[src/rtl/ex_stall_ctrl.sv]
// ex_stall_ctrl: ID/EX pipeline sequencing controller.
// It drives the PC, IF/ID and ID/EX enables and the ID/EX bubble. While the
// iterative MULTU unit runs it steps the unit and holds the pipeline frozen.
// It inserts one bubble for each load-use hazard and honours a memory-wait
// freeze. Optional feature: define STALL_CNT_EN to build the saturating
// frozen-cycle counter on stall_cycles. When it is not defined, stall_cycles
// is tied to zero.
module ex_stall_ctrl #(
  parameter int MUL_CYCLES = 32,
  parameter int CNT_W      = 6
) (
  input  logic        clk,
  input  logic        rst,
  input  logic        ex_multu,
  input  logic        ex_memread,
  input  logic [4:0]  ex_rt,
  input  logic [4:0]  id_rs,
  input  logic [4:0]  id_rt,
  input  logic        mem_stall,
  output logic        pc_en,
  output logic        if_id_en,
  output logic        id_ex_en,
  output logic        id_ex_flush,
  output logic        mul_start,
  output logic        mul_step,
  output logic        hilo_we,
  output logic        busy,
  output logic [31:0] stall_cycles
);

  typedef enum logic [1:0] {
    IDLE = 2'd0,
    MUL  = 2'd1,
    WB   = 2'd2
  } state_t;

  localparam logic [CNT_W-1:0] CNT_INIT = CNT_W'(MUL_CYCLES - 1);

  state_t           state;
  logic [CNT_W-1:0] cnt;
  logic             hazard;

  // A load into $zero never creates a real dependency.
  assign hazard = ex_memread && (ex_rt != 5'd0) &&
                  ((ex_rt == id_rs) || (ex_rt == id_rt));

  // State and step counter. Both are frozen while memory is waiting.
  always_ff @(posedge clk) begin
    if (rst) begin
      state <= IDLE;
      cnt   <= '0;
    end else if (!mem_stall) begin
      case (state)
        IDLE: begin
          if (ex_multu) begin
            state <= MUL;
            cnt   <= CNT_INIT;
          end
        end
        MUL: begin
          if (cnt == '0) state <= WB;
          else           cnt   <= cnt - 1'b1;
        end
        WB:      state <= IDLE;
        default: state <= IDLE;
      endcase
    end
  end

  // Control decode. Reset forces the idle values, and then mem_stall
  // freezes everything. In IDLE a MULTU takes priority over a load-use
  // hazard.
  always_comb begin
    pc_en       = 1'b1;
    if_id_en    = 1'b1;
    id_ex_en    = 1'b1;
    id_ex_flush = 1'b0;
    mul_start   = 1'b0;
    mul_step    = 1'b0;
    hilo_we     = 1'b0;
    busy        = 1'b0;
    if (!rst) begin
      busy = (state != IDLE);
      if (mem_stall) begin
        pc_en    = 1'b0;
        if_id_en = 1'b0;
        id_ex_en = 1'b0;
      end else begin
        case (state)
          IDLE: begin
            if (ex_multu) begin
              mul_start = 1'b1;
              pc_en     = 1'b0;
              if_id_en  = 1'b0;
              id_ex_en  = 1'b0;
            end else if (hazard) begin
              pc_en       = 1'b0;
              if_id_en    = 1'b0;
              id_ex_flush = 1'b1;
            end
          end
          MUL: begin
            mul_step = 1'b1;
            pc_en    = 1'b0;
            if_id_en = 1'b0;
            id_ex_en = 1'b0;
          end
          WB:      hilo_we = 1'b1;
          default: ;
        endcase
      end
    end
  end

`ifdef STALL_CNT_EN
  logic [31:0] stall_cnt;

  // Count the cycles in which the PC is held, saturating at all-ones.
  always_ff @(posedge clk) begin
    if (rst)
      stall_cnt <= 32'd0;
    else if (!pc_en && (stall_cnt != 32'hFFFF_FFFF))
      stall_cnt <= stall_cnt + 32'd1;
  end

  assign stall_cycles = stall_cnt;
`else
  assign stall_cycles = 32'd0;
`endif

endmodule
[config.mk]
export PLATFORM = sky130hd
export DESIGN_NAME = ex_stall_ctrl
export DESIGN_NICKNAME = d
export VERILOG_FILES = /design/src/rtl/ex_stall_ctrl.sv
export SDC_FILE = /design/constraint.sdc
export NUM_CORES = 1
export LEC_CHECK = 0
export BUFFER_PORTS_ARGS = -buffer_cell sky130_fd_sc_hd__buf_2
export CAP_MARGIN = 30
export CORE_MARGIN = 2
export CORE_UTILIZATION = 30
export CTS_BUF_LIST = sky130_fd_sc_hd__clkbuf_8
export DETAILED_ROUTE_END_ITERATION = 16
export PLACE_DENSITY = 0.64
export SYNTH_ARGS = -nofsm -noshare
export SYNTH_HDL_FRONTEND = slang
export SYNTH_SLANG_ARGS = --single-unit
[constraint.sdc]
create_clock -name clk -period 2.4 [get_ports clk]
set_clock_uncertainty 0.05 [all_clocks]
set_input_delay 0.12 -clock clk [delete_from_list [all_inputs] [get_ports clk]]
set_output_delay 0.12 -clock clk [all_outputs]
set_load 0.05 [all_outputs]
-- After elaboration in Yosys (flattened, before gate mapping)
Cells that the tools add are included.
- flip-flop bits (word level): 8
- latch bits: 0
- RAM bits: 0
- memory bits (read-only): 0
- input bits: 20
- output and inout port bits: 40
- word-level logic and storage cells: 52
- memories: 0
- add/sub/neg operators: 1
- multipliers: 0
- divide/modulo/power cells: 0
- order comparisons: 0
- equal/unequal tests: 7
- shifts and indexed selects: 0
- muxes and demuxes: 31
- bitwise gates (word level): 1
- reduce and logical (&&, ||, !) cells: 10
- operator list (operator ; count):
    2-to-1 mux 1 bit ; 23
    2-to-1 mux 6 bit ; 2
    case mux 6 bit (2 select lines) ; 1
    == test 5 bit ; 2
    zero test 6 bit ; 1
    != test 2 bit, second input constant ; 3
    subtractor 6 x 1 -> 6 bit, second input constant ; 1
    nonzero test 5 bit ; 1
    2-to-1 mux 2 bit ; 2
    case mux 1 bit (2 select lines) ; 2
    case mux 2 bit (2 select lines) ; 1
    AND reduction 4 bit ; 1
    nonzero test 2 bit ; 2
    AND reduction 3 bit ; 1
    == test 2 x 1 -> 1 bit, second input constant ; 1
    == test 2 bit, second input constant ; 1
    logical AND 1 bit ; 2
    zero test 2 bit ; 1
    logical OR 1 bit ; 1
    inverter 1 bit ; 1

-- Logic depth before layout (Yosys ltp)
- word-level depth: 8
- depth in mapped cells: 6

-- Worst setup path before layout
No wires, ideal clock.
- kind: input-to-output
- start: in ex_rt[3]
- end: out id_ex_flush
- arrival time: 2.089 ns
- setup slack: 0.141 ns
- cell stages on the path: 4
- path buffers: 0
- cell sequence: xor2_1 > nor3_1 > a22oi_1 > nor4_1
- cells in the longest elaborated chain, start to end: 8
- ends and longest elaborated chain (item ; line ; source):
    start: declaration ; 16 ; input logic [4:0] ex_rt,
    == test 5 bit / nonzero test 5 bit (equally long branches) ; 45, 44 ;
    logical OR 1 bit / logical AND 1 bit (equally long branches) ; 45, 44 ;
    logical AND 1 bit * ; 44 ; assign hazard = ex_memread && (ex_rt != 5'd0) &&
    2-to-1 mux 1 bit * ; 96 ; end else if (hazard) begin
    2-to-1 mux 1 bit * ; 91 ; if (ex_multu) begin
    2-to-1 mux 1 bit * ; 89 ; case (state)
    2-to-1 mux 1 bit * ; 84 ; if (mem_stall) begin
    2-to-1 mux 1 bit * ; 82 ; if (!rst) begin
    end: declaration ; 23 ; output logic id_ex_flush,
Every way passes the cells marked *; elsewhere a longest branch is shown, timed or not.

-- Worst setup path after layout
- start: reg cnt[0]
- end: reg cnt[3]
- cells in the longest elaborated chain, start to end: 3
- ends and longest elaborated chain (item ; line ; source):
    start: declaration ; 40 ; logic [CNT_W-1:0] cnt;
    start signal: assignment ; 62 ; else cnt <= cnt - 1'b1;
    subtractor 6 x 1 -> 6 bit / zero test 6 bit (equally long branches) ; 62, 61 ;
    2-to-1 mux 6 bit / != test 2 bit (equally long branches) ; -- ;
    case mux 6 bit (2 select lines) / AND reduction 4 bit (equally long branches) ; -- ;
Parallel ways exist; a longest one is shown, timed or not. The select of a mux whose other input is x is not followed.
A chain may end at the register's enable or synchronous reset.

==> flow_summary_export.csv <==
group,metric,value,unit
pwr,combPwrFrac,0.434,
clock_network,h-tree-depth,1,
die,die_h,57.80,µm
worst_setup_path,worstSetupPathType,"reg2reg",
cells_and_area,area_growth,8.646,%
clock_network,cts_root_buf,"clkbuf_8",
global_routing,grtUsageTotal,0.1153,
clock_network,cts_num_sinks,8,
die,core,0.002758,mm²
routing,drt_wl_total,1730,µm
synthesis,syn_area_per_cell,7.894,µm²
status,outcome,"finished, final reports clean",
pwr,switching_share,0.4567,
sta,maxSlewViolCount,0,
routing,via_count,730,
clock_network,cts_tree,"yes",
sta,fin_setup_tns,0,ns
sta,setup_violations,0,
clock_network,cts_buffers,3,
routing,ant_nets,0,
cells_and_area,drive_above_1_share,0.2500,
global_routing,grt_pass1_vias,690,
global_routing,grt_max_degree,17,
synthesis,synthArstFlopShare,0,
synthesis,synthFlopType,"dfxtp_1",
clock_network,clk_latency,0.23,ns
pwr,leakagePower,0.4746,nW
die,start_util,0.3149,
synthesis,ys_ff_latch,8,
placed_design,placed_cells,164,
synthesis,yosys.cell_types.count,35,
clock_network,cts_resized,0,
placed_design,port-buffer-count,27,
pwr,power_per_cell_area,606.0,mW/mm²
clock_network,ctsHoldBuffers,0,
die,num_rows,19,
cells_and_area,nets,160,
die,ios,60,
sta,hold_violations,0,
routing,firstDrtPassIters,4,
pwr,power.share.clock,0.285,
worst_setup_path,crit_slowest_cell,"a211oi_2",
pwr,seqPwrFrac,0.281,
synthesis,netlist_instances,110,
synthesis,netlist_area,868.3,µm²
sta,fin_crit,1.900,ns
routing,drc,0,
worst_setup_path,crit_path_start_kind,"flip-flop",
synthesis,yosys_warnings,0,
pwr,p_switching,0.2611,mW
clock_network,clk_path_buf_depth,2,
cells_and_area,fill_cells,310,
worst_setup_path,slowest_delay,0.45,ns
synthesis,synth_simple_gate_area_frac,0.2075,
routing,vias_per_cell,4.371,
run,cap_violations,0,
min_path,worstHoldStart,"mem_stall",
placed_design,dp_hpwl,1490,µm
worst_setup_path,cp-startpoint,"cnt[0]$_SDFFE_PP0P_",
worst_setup_path,crit_fanout,6,
worst_setup_path,crit_chain,"inv_1 > ha_1 > nor4bb_4 > a211oi_2 > a21oi_1 > a311o_1",
cells_and_area,fin_cells,167,
min_path,hold_path.class,"in2reg",
synthesis,synth-adder-area-share,0.02882,
synthesis,synth_compound_area_frac,0.1499,
worst_setup_path,worstPathRequired,2.46,ns
sta,fmax,526.2,MHz
routing,wire_per_inst,10.36,µm
clock_network,path_clk_slew,0.04,ns
worst_setup_path,cp-end-kind,"flip-flop",
worst_setup_path,worst_ep_arrival_time,1.96,ns
die,die_x,57.80,µm
synthesis,ys_seq_area_frac,0.1844,
synthesis,synth_xor_area_frac,0.1009,
routing,drt_iter0_drc,22,
pwr,internal_power,0.3106,mW
global_routing,grt_pass1_wl,2911,µm
synthesis,synth_edf_count,0,
cells_and_area,antennaDiodeCount,0,
die,die_area,0.003341,mm²
worst_setup_path,rr_startpoint,"cnt[0]$_SDFFE_PP0P_",
clock_network,post-cts-setup-buffer-count,0,
sta,finalCritPeriodShare,0.7918,
synthesis,synth_top_family_by_area,"buffers and inverters",
global_routing,antenna_found_initial,0,
synthesis,synthMuxAreaShare,0.01153,
global_routing,grt_overflow,0,
pwr,ir_drop,347.7,µV
sta,grt_setup_unrepaired,"no",
placed_design,place.gp.congestion,0.7394,
-- sequential cells by signal, indices dropped and copies added, names as in the netlist --
register  flops
state         2
cnt           6
-- cell usage in the layout, fill, tap and decap left out, types with 4 or more instances in the layout --
cell,count
nor2_1,10
xor2_1,10
a21oi_1,4
dfxtp_1,8
conb_1,32
buf_2,27
inv_1,4
-- layout make-up --
class / instances / area, µm² / area share
clock buffers: 3 / 41.29 / 0.04377
inverters: 4 / 15.01 / 0.01592
multi-input cells: 94 / 553.0 / 0.5862
flip-flops and latches: 8 / 160.2 / 0.1698
well taps: 31 / 38.79 / 0.04111
repair buffers: 27 / 135.1 / 0.1432
-- Yosys cell counts (all sizes together), types with 2 or more instances --
master | count | share of area
or3 | 3 | 0.022
a31oi | 2 | 0.014
xor2 | 10 | 0.10
nand2 | 3 | 0.013
ha | 2 | 0.029
inv | 4 | 0.017
o21ai | 3 | 0.017
a21oi | 4 | 0.023
nor3 | 3 | 0.017
dfxtp | 8 | 0.18
nand3 | 3 | 0.017
buf | 34 | 0.29
nor2 | 10 | 0.043
-- power groups by stage --
stage          registers, mW  logic (mW)  clock network (mW)
6_report               0.160       0.248               0.163
5_1_grt                0.163       0.267               0.171
4_1_cts                0.160       0.249               0.168
3_5_place_dp           0.162       0.248                   0
3_3_place_gp           0.161       0.241                   0
2_1_floorplan          0.158       0.249                   0
-- per-layer routing --
layer  vias to the layer above  global-route usage  share of wire
met5                         -                   0              0
met4                         0             0.06977          0.022
met3                         4             0.01339          0.063
met2                        29              0.2208           0.55
met1                       330              0.1175           0.36
li1                        367                   -              -
-- stage by stage --
| step | utilization | area (µm²) | power (mW) | setup slack [ns] | hold slack [ns] |
|---|---|---|---|---|---|
| final | 0.3421 | 943.4 | 0.5717 | 0.4997 | 0.1772 |
| after global routing | 0.3421 | 943.4 | 0.6009 | 0.3617 | 0.2190 |
| after CTS | 0.3421 | 943.4 | 0.5763 | 0.5216 | 0.1734 |
| after detailed placement | 0.3271 | 902.1 | 0.4102 | 0.5514 | 0.4119 |
| after global placement | 0.3271 | 902.1 | 0.4019 | 0.6694 | 0.4128 |
| after floorplan | - | 984.7 | 0.4074 | 0.1412 | 0.2550 |
-- worst max-delay path, delay by kind of cell, from the launching register on --
family,cells,cell delay [ns]
DFF,1,0.35
buffers and inverters,1,0.09
adders and majority gates,1,0.20
AOI/OAI and AO/OA,3,0.92
and+or+nand+nor,1,0.17
-- kinds of logic after synthesis --
group                      after synthesis
xor gates and xnor gates                10
AOI/OAI and AO/OA                       18
DFF                                      8
other                                    1
adders and majority gates                2
and+or+nand+nor                         31
buffers and inverters                   39
muxes                                    1
-- path summary, 6_finish.rpt --
| path | end | slack (ns) | depth (start not counted) |
|---|---|---|---|
| min reg2reg | cnt[4]$_SDFFE_PP0P_ | 0.47 | 2 |
| min | state[0]$_SDFFE_PP0P_ | 0.18 | 3 |
| max reg2reg | cnt[3]$_SDFFE_PP0P_ | 0.50 | 6 |
| max | cnt[3]$_SDFFE_PP0P_ | 0.50 | 6 |
(Power assumes the default switching activity.)
